==> src/rtl/fft_index_counter.sv <==
// Multi-pass FFT index generator: sweeps 0..max_val-1 once per stage under ce,
// flags the last index of each pass. Optional bit-reverse via FFT_IDX_BITREV_EN.
module fft_index_counter #(
  parameter int unsigned WIDTH   = 12,
  parameter int unsigned STAGE_W = 4,
  parameter int unsigned RB_W    = $clog2(WIDTH) + 1
) (
  input  logic               clk,
  input  logic               nrst,
  input  logic               start,
  input  logic               ce,
  input  logic [WIDTH-1:0]   max_val,
  input  logic [STAGE_W-1:0] n_stages,
  input  logic [RB_W-1:0]    rev_bits,
  output logic [WIDTH-1:0]   o_data,
  output logic [WIDTH-1:0]   o_rev,
  output logic [STAGE_W-1:0] o_stage,
  output logic               over,
  output logic               busy,
  output logic               done
);

  localparam logic [0:0] StIdle = 1'b0;
  localparam logic [0:0] StRun  = 1'b1;

  logic [0:0]         state_q, state_d;
  logic [WIDTH-1:0]   idx_q, idx_d;
  logic [WIDTH-1:0]   max_q, max_d;
  logic [STAGE_W-1:0] stage_q, stage_d;
  logic [STAGE_W-1:0] nst_q, nst_d;
  logic               done_q, done_d;

  logic               accept;
  logic [WIDTH-1:0]   last;
  logic               at_last;
  logic               final_pass;

  assign accept = (state_q == StIdle) & start & (n_stages != '0);

  // max_val of 0 wraps to all-ones, i.e. a full 2^WIDTH pass.
  assign last       = max_q - WIDTH'(1);
  assign at_last    = (idx_q == last);
  assign final_pass = (stage_q == nst_q - STAGE_W'(1));

  always_comb begin
    state_d = state_q;
    idx_d   = idx_q;
    max_d   = max_q;
    stage_d = stage_q;
    nst_d   = nst_q;
    done_d  = 1'b0;
    case (state_q)
      StIdle: begin
        if (accept) begin
          max_d   = max_val;
          nst_d   = n_stages;
          idx_d   = '0;
          stage_d = '0;
          state_d = StRun;
        end
      end
      StRun: begin
        if (ce) begin
          if (at_last) begin
            idx_d = '0;
            if (final_pass) begin
              stage_d = '0;
              state_d = StIdle;
              done_d  = 1'b1;
            end else begin
              stage_d = stage_q + STAGE_W'(1);
            end
          end else begin
            idx_d = idx_q + WIDTH'(1);
          end
        end
      end
      default: state_d = StIdle;
    endcase
  end

  always_ff @(posedge clk or negedge nrst) begin
    if (!nrst) begin
      state_q <= StIdle;
      idx_q   <= '0;
      max_q   <= '0;
      stage_q <= '0;
      nst_q   <= '0;
      done_q  <= 1'b0;
    end else begin
      state_q <= state_d;
      idx_q   <= idx_d;
      max_q   <= max_d;
      stage_q <= stage_d;
      nst_q   <= nst_d;
      done_q  <= done_d;
    end
  end

  assign o_data  = idx_q;
  assign o_stage = stage_q;
  assign busy    = (state_q == StRun);
  assign over    = busy & at_last;
  assign done    = done_q;

`ifdef FFT_IDX_BITREV_EN
  localparam logic [RB_W-1:0] WidthRb = RB_W'(WIDTH);

  logic [RB_W-1:0]  rb_q, rb_d;
  logic [WIDTH-1:0] rev_full;

  // Clamp at latch time so the shift below never exceeds WIDTH.
  assign rb_d = accept ? ((rev_bits > WidthRb) ? WidthRb : rev_bits) : rb_q;

  always_ff @(posedge clk or negedge nrst) begin
    if (!nrst) begin
      rb_q <= '0;
    end else begin
      rb_q <= rb_d;
    end
  end

  always_comb begin
    rev_full = '0;
    for (int i = 0; i < WIDTH; i++) begin
      rev_full[i] = idx_q[WIDTH-1-i];
    end
  end

  // Full reverse then right-shift keeps only the low rb_q bits, reversed.
  assign o_rev = rev_full >> (WidthRb - rb_q);
`else
  logic unused_rev_bits;
  assign unused_rev_bits = ^rev_bits;
  assign o_rev = idx_q;
`endif

endmodule
==> config.mk <==
export PLATFORM = sky130hd
export DESIGN_NAME = fft_index_counter
export DESIGN_NICKNAME = d
export VERILOG_FILES = /design/src/rtl/fft_index_counter.sv
export SDC_FILE = /design/constraint.sdc
export NUM_CORES = 1
export LEC_CHECK = 0
export BUFFER_PORTS_ARGS = -buffer_cell sky130_fd_sc_hd__buf_2
export CAP_MARGIN = 0
export CORE_UTILIZATION = 50
export DETAILED_ROUTE_END_ITERATION = 8
export GPL_ROUTABILITY_DRIVEN = 0
export PLACE_DENSITY_LB_ADDON = 0.05
export SLEW_MARGIN = 25
export SYNTH_ARGS = -nofsm -noshare
export SYNTH_HDL_FRONTEND = slang
export SYNTH_SLANG_ARGS = --single-unit
==> constraint.sdc <==
create_clock -name clk -period 5.1 [get_ports clk]
set_clock_uncertainty 0.2 [all_clocks]
set_input_delay 0.765 -clock clk [delete_from_list [all_inputs] [get_ports clk]]
set_output_delay 0.765 -clock clk [all_outputs]
set_load 0.03 [all_outputs]
==> reports/metrics.csv, run 1 <==
metric,value,unit
crit_type,reg -> out,
hold_class,reg -> reg,
drt-wirelength-per-cell,14.6,um
holdPathStages,2,
ios,56,
num_antenna_cells,0,
syn2layout_area_growth,12.3,%
place_ws,1640,ps
synth_top_cell_by_area,dfrtp_1,
drive_gt1_share,21.9,%
die_w,69.2,um
fp.coreArea,4350,um2
tritoncts,built,
first_global_vias,1835,
die_area,4790,um2
ir_worst_vdd,0.181,mV
min_to,nst_q[3],
combPwrFrac,30.5,%
hold_buffers,0,
ctsResizeCount,0,
final-hold-violation-count,0,
ctsHtreeMaxLevel,2,
drv_slew,0,
hold_path.startpoint,nst_q[3],
critPathMaxFanout,15,
post_synth_num_cell_types,45,
hpwl,3800,um
fillers,410,
worst_pin_slew,767,ps
syn-cell-area,2260,um2
ys_top_cells_by_area,"dfrtp_1, nand2_1, xnor2_1",
grt_pass1_wl,8870,um
grt_max_degree,35,
drt-pass1-iter-count,4,
synth_edf_count,0,
arrival,2840,ps
setup_viol,0,
relSlewSlack,48.2,%
clockBufferDepth,2,
yosysWarnings,0,
via_per_inst,5.55,
synth_top_area_share,37.7,%
cts.clk_slew.worst_paths,70,ps
status,"complete, no violations",
cp-start-kind,flop,
yosys_most_used_dff,dfrtp_1,
cp-end-kind,output port,
internal_power,492,uW
synth.avg_cell_area,8.39,um2
period_needed,3800,ps
power_frac_clock,26.1,%
reg2reg_slack,2200,ps
nNetsFinal,334,
crit_required,4140,ps
period_share,74.5,%
syn_nets,298,
ys_ff_latch,34,
fmax,0.263,GHz
seq_power_share,43.4,%
routed_wl,5220,um
async_flop_share,100,%
reg2reg_from,max_q[3],
num_vias,1988,
p_per_area,314,nW/um2
yosysSeqAreaShare,37.7,%
cts-buffers-inserted,5,
grt.total_usage,23.3,%
p_leak,0.00123,uW
start_util,51.8,%
grt-ovfl-total,0,
die_h,69.2,um
antenna_found_initial,0,
r2r_end,busy,
drt_iter0_markers,158,
place.port_buffers,50,
drc_errors,0,
ant_nets,0,
rsz0062_at_grt,false,
switching_share,38.2,%
clkSinkCount,34,
setup_slack,1300,ps
syn_inst,269,
rows,24,
p_sw,304,uW
reg2reg_depth,7,
drv_cap,0,
clock_latency,290,ps
cts_setup_buffers,0,
fin_setup_tns,0,ps
cts_root_buf,clkbuf_8,
-- per-layer routing --
metal  vias up  track usage [%]  part of all wire, %
met5         -                0                    0
met4         0             7.48                  1.7
met3        11             5.09                  3.5
met2        40             38.1                   47
met1       940             30.9                   47
li1        997                -                    -
-- placed cells by master (no fill, tap or decap), types with 2 or more instances in the layout --
cell	netlist	layout
nand3_1	14	14
buf_2	0	50
nand2b_1	3	3
xnor2_1	12	12
nand4_1	3	3
clkbuf_8	0	6
inv_1	13	13
o311ai_0	2	2
nor3_2	2	2
nand2_1	62	62
nor2_1	12	12
or3_1	4	4
or4_1	2	2
dfrtp_1	34	34
nand3b_1	3	3
o21ai_0	12	12
a31oi_1	9	9
xor2_1	10	10
o22ai_1	3	3
nor2b_1	3	3
and3_1	2	2
nor4_1	4	4
or2_2	2	2
mux2i_1	5	5
nor3_1	10	10
ha_1	4	4
-- cells by family (layout without fill, tap and decap cells) --
family	Yosys count	count (layout)	share of synthesized area [%]
simple gates	129	129	27.1
xor+xnor	22	22	8.54
mux	5	5	2.22
compound gates	40	40	14.0
buf+inv	35	72	8.26
fa+ha+maj	4	4	2.22
flops	34	34	37.7
-- area by class of cell --
type,count,area [um2],share of cell area [%]
Sequential cell,34,851,33.6
Inverter,13,48.8,1.93
Multi-Input combinational cell,200,1220,48.1
Tap cell,52,65.1,2.57
Clock inverter,1,5.00,0.198
Timing Repair Buffer,51,258,10.2
Clock buffer,7,86.3,3.41
-- metrics by stage --
step / total power, uW / instances / hold WS, ps / util [%] / area [um2]
floorplan: 541 / 269 / 265 / - / 2260
global placement: 590 / 350 / 297 / 56.1 / 2440
detailed placement: 596 / 350 / 295 / 56.1 / 2440
CTS: 804 / 358 / 316 / 58.2 / 2530
global route: 836 / 358 / 358 / 58.2 / 2530
finish: 796 / 358 / 307 / 58.2 / 2530
-- state kept, by name, summed over array words and instances, names as in the netlist --
signal	count
max_q	12
o_data	12
o_stage	4
nst_q	4
done	1
busy	1
-- power by group through the flow --
stage                     clock, uW  combinational [uW]  sequential, uW
after floorplan                   0                 174             367
after global placement            0                 240             350
after detailed placement          0                 245             351
after CTS                       212                 246             346
after global routing            219                 265             352
final                           208                 243             345
-- how the worst max path moves through the flow --
stage	start	endpoint	cells past startpoint
floorplan	max_q[0]	over	8
global placement	max_q[3]	over	7
detailed placement	max_q[3]	over	7
CTS	max_q[3]	over	7
global route	max_q[3]	over	7
finish	max_q[3]	over	7
-- critical path, stage by stage (launching register included) --
cell and delay, ps:
dfrtp_1 480, nor4_1 500, nand2_1 170, o311ai_0 470, o41a_2 280, o2111ai_4 270, nor2_1 170, buf_2 210
-- synth_stat cells, types with 2 or more instances --
master,count
nor2_1,12
mux2i_1,5
xnor2_1,12
o311ai_0,2
nand2b_1,3
nand3_1,14
nand4_1,3
or3_1,4
buf_4,12
a31oi_1,9
clkbuf_1,7
or4_1,2
nor2b_1,3
nor4_1,4
o22ai_1,3
inv_1,13
dfrtp_1,34
clkbuf_2,2
nor3_1,10
nor3_2,2
and3_1,2
or2_2,2
xor2_1,10
nand2_1,62
nand3b_1,3
o21ai_0,12
ha_1,4
(Power assumes the default switching activity.)
==> run 2: changes to the inputs <==
- clock period: 5.1 -> 3.65 ns (I/O delays scaled with it)
==> reports/metrics.csv, run 2 (synthesis gave the netlist of run 1 again) <==
metric,value,unit,change
status,"complete, no violations",,unchanged
cts-buffers-inserted,5,,unchanged
cts.clk_slew.worst_paths,60,ps,was 70 ps
power_frac_clock,24.4,%,was 26.1%
ir_worst_vdd,0.260,mV,was 0.181 mV
syn2layout_area_growth,12.2,%,was 12.3%
period_needed,3300,ps,
die_area,4790,um2,unchanged
start_util,51.8,%,unchanged
utilization,58.2,%,about the same
clock_latency,290,ps,about the same
fmax,0.303,GHz,
num_antenna_cells,0,,unchanged
cp-startpoint,max_q[3],,unchanged
ios,56,,unchanged
rsz0062_at_grt,false,,unchanged
reg2reg_depth,8,,was 7
seq_power_share,44.3,%,was 43.4%
setup_viol,0,,unchanged
instances_no_fill,358,,unchanged
antenna_found_initial,0,,unchanged
worst_pin_slew,802,ps,was 767 ps
die_w,69.2,um,unchanged
cts_root_buf,clkbuf_8,,unchanged
timing.hold.ws,134,ps,was 307 ps
fin_setup_tns,0,ps,unchanged
rows,24,,unchanged
drv_cap,0,,unchanged
drv_slew,0,,unchanged
critPathMaxFanout,7,,was 15
num_vias,2036,,was 1988
final-hold-violation-count,0,,unchanged
mostFrequentLayoutCell,nand2_1,,unchanged
place.port_buffers,50,,unchanged
die_h,69.2,um,unchanged
hpwl,3920,um,was 3800 um
arrival,2550,ps,was 2840 ps
p_sw,424,uW,was 304 uW
combPwrFrac,31.3,%,was 30.5%
first_global_vias,1906,,was 1835
reg2reg_from,max_q[3],,unchanged
grt_max_degree,35,,unchanged
period_share,90.4,%,
p_per_area,431,nW/um2,was 314 nW/um2
switching_share,38.9,%,was 38.2%
dp_cells,351,,was 350
grt.total_usage,23.8,%,was 23.3%
hold_buffers,0,,unchanged
drive_gt1_share,21.9,%,unchanged
drt-wirelength-per-cell,14.8,um,was 14.6 um
drc_errors,0,,unchanged
clkSinkCount,34,,unchanged
drt_iter0_markers,183,,was 158
crit_required,2900,ps,was 4140 ps
ant_nets,0,,unchanged
grt_pass1_wl,9070,um,was 8870 um
cp-start-kind,flop,,unchanged
hold_class,in -> async,,was reg -> reg
via_per_inst,5.69,,was 5.55
grt-ovfl-total,0,,unchanged
fp.coreArea,4350,um2,unchanged
nNetsFinal,335,,was 334
final_cell_mix,"nand2_1, buf_2, dfrtp_1, nand3_1, inv_1",,unchanged
routed_wl,5310,um,was 5220 um
clockBufferDepth,2,,unchanged
cts_setup_buffers,0,,unchanged
crit_type,reg -> out,,unchanged
p_leak,0.00122,uW,was 0.00123 uW
ctsHtreeMaxLevel,2,,unchanged
tritoncts,built,,unchanged
drt-pass1-iter-count,5,,was 4
cp-end-kind,output port,,unchanged
internal_power,668,uW,was 492 uW
relSlewSlack,45.8,%,was 48.2%
run 2: cell count changes in the layout (fill, tap and decap cells not counted):
cell,delta
buf_4,+1
clkbuf_1,+1
clkbuf_8,-1
clkinv_2,-1
nor4_1,-1
nor4_2,+1
run 2: power by group through the flow:
stage,clock (uW),combinational (uW),sequential (uW)
floorplan,0,244,513
global placement,0,337,489
detailed placement,0,342,491
CTS,271,344,483
global route,284,374,493
finish,267,341,484
run 2: critical path, cell delays in order, from the launching register on:
cell and delay, ps:
dfrtp_1 480, nor4_2 410, nand2_1 150, o311ai_0 490
o41a_2 280, o2111ai_4 150, nor2_1 120, buf_2 200
run 2: worst paths after layout:
path / slack [ps] / to
max: 350 / over
min: 130 / max_q[5]
max reg2reg: 800 / o_data[7]
min reg2reg: 310 / nst_q[3]
max in group asynchronous: 2620 / nst_q[2]
min in group clk: 250 / max_q[8]
run 2: routing by layer:
metal  GRT usage [%]  share of wire, %  vias to the layer above
met3            4.94               4.1                        7
met1            31.1                46                      984
met2            39.1                48                       51
met4            8.39               1.6                        0
li1                -                 -                      994
met5               0                 0                        -
run 2: layout make-up:
| class | count | area [um2] |
|---|---|---|
| Clock buffer | 7 | 76.3 |
| Multi-Input combinational cell | 200 | 1230 |
| Inverter | 13 | 48.8 |
| Sequential cell | 34 | 851 |
| Tap cell | 52 | 65.1 |
| Fill cell | 416 | 1820 |
| Timing Repair Buffer | 52 | 265 |
run 2: metrics by stage:
stage          setup slack (ps)  instance area (um2)  total power, uW
2_1_floorplan               536                 2260              756
3_3_place_gp                600                 2450              826
3_5_place_dp                552                 2450              832
4_1_cts                     229                 2530             1100
5_1_grt                     111                 2530             1150
6_report                    349                 2530             1090
run 2: timing repair:
item / in CTS / in global routing
hold endpoints to repair: 0 / 0
resized for setup: 0 / 1
endpoints found under the setup margin: 0 / 1
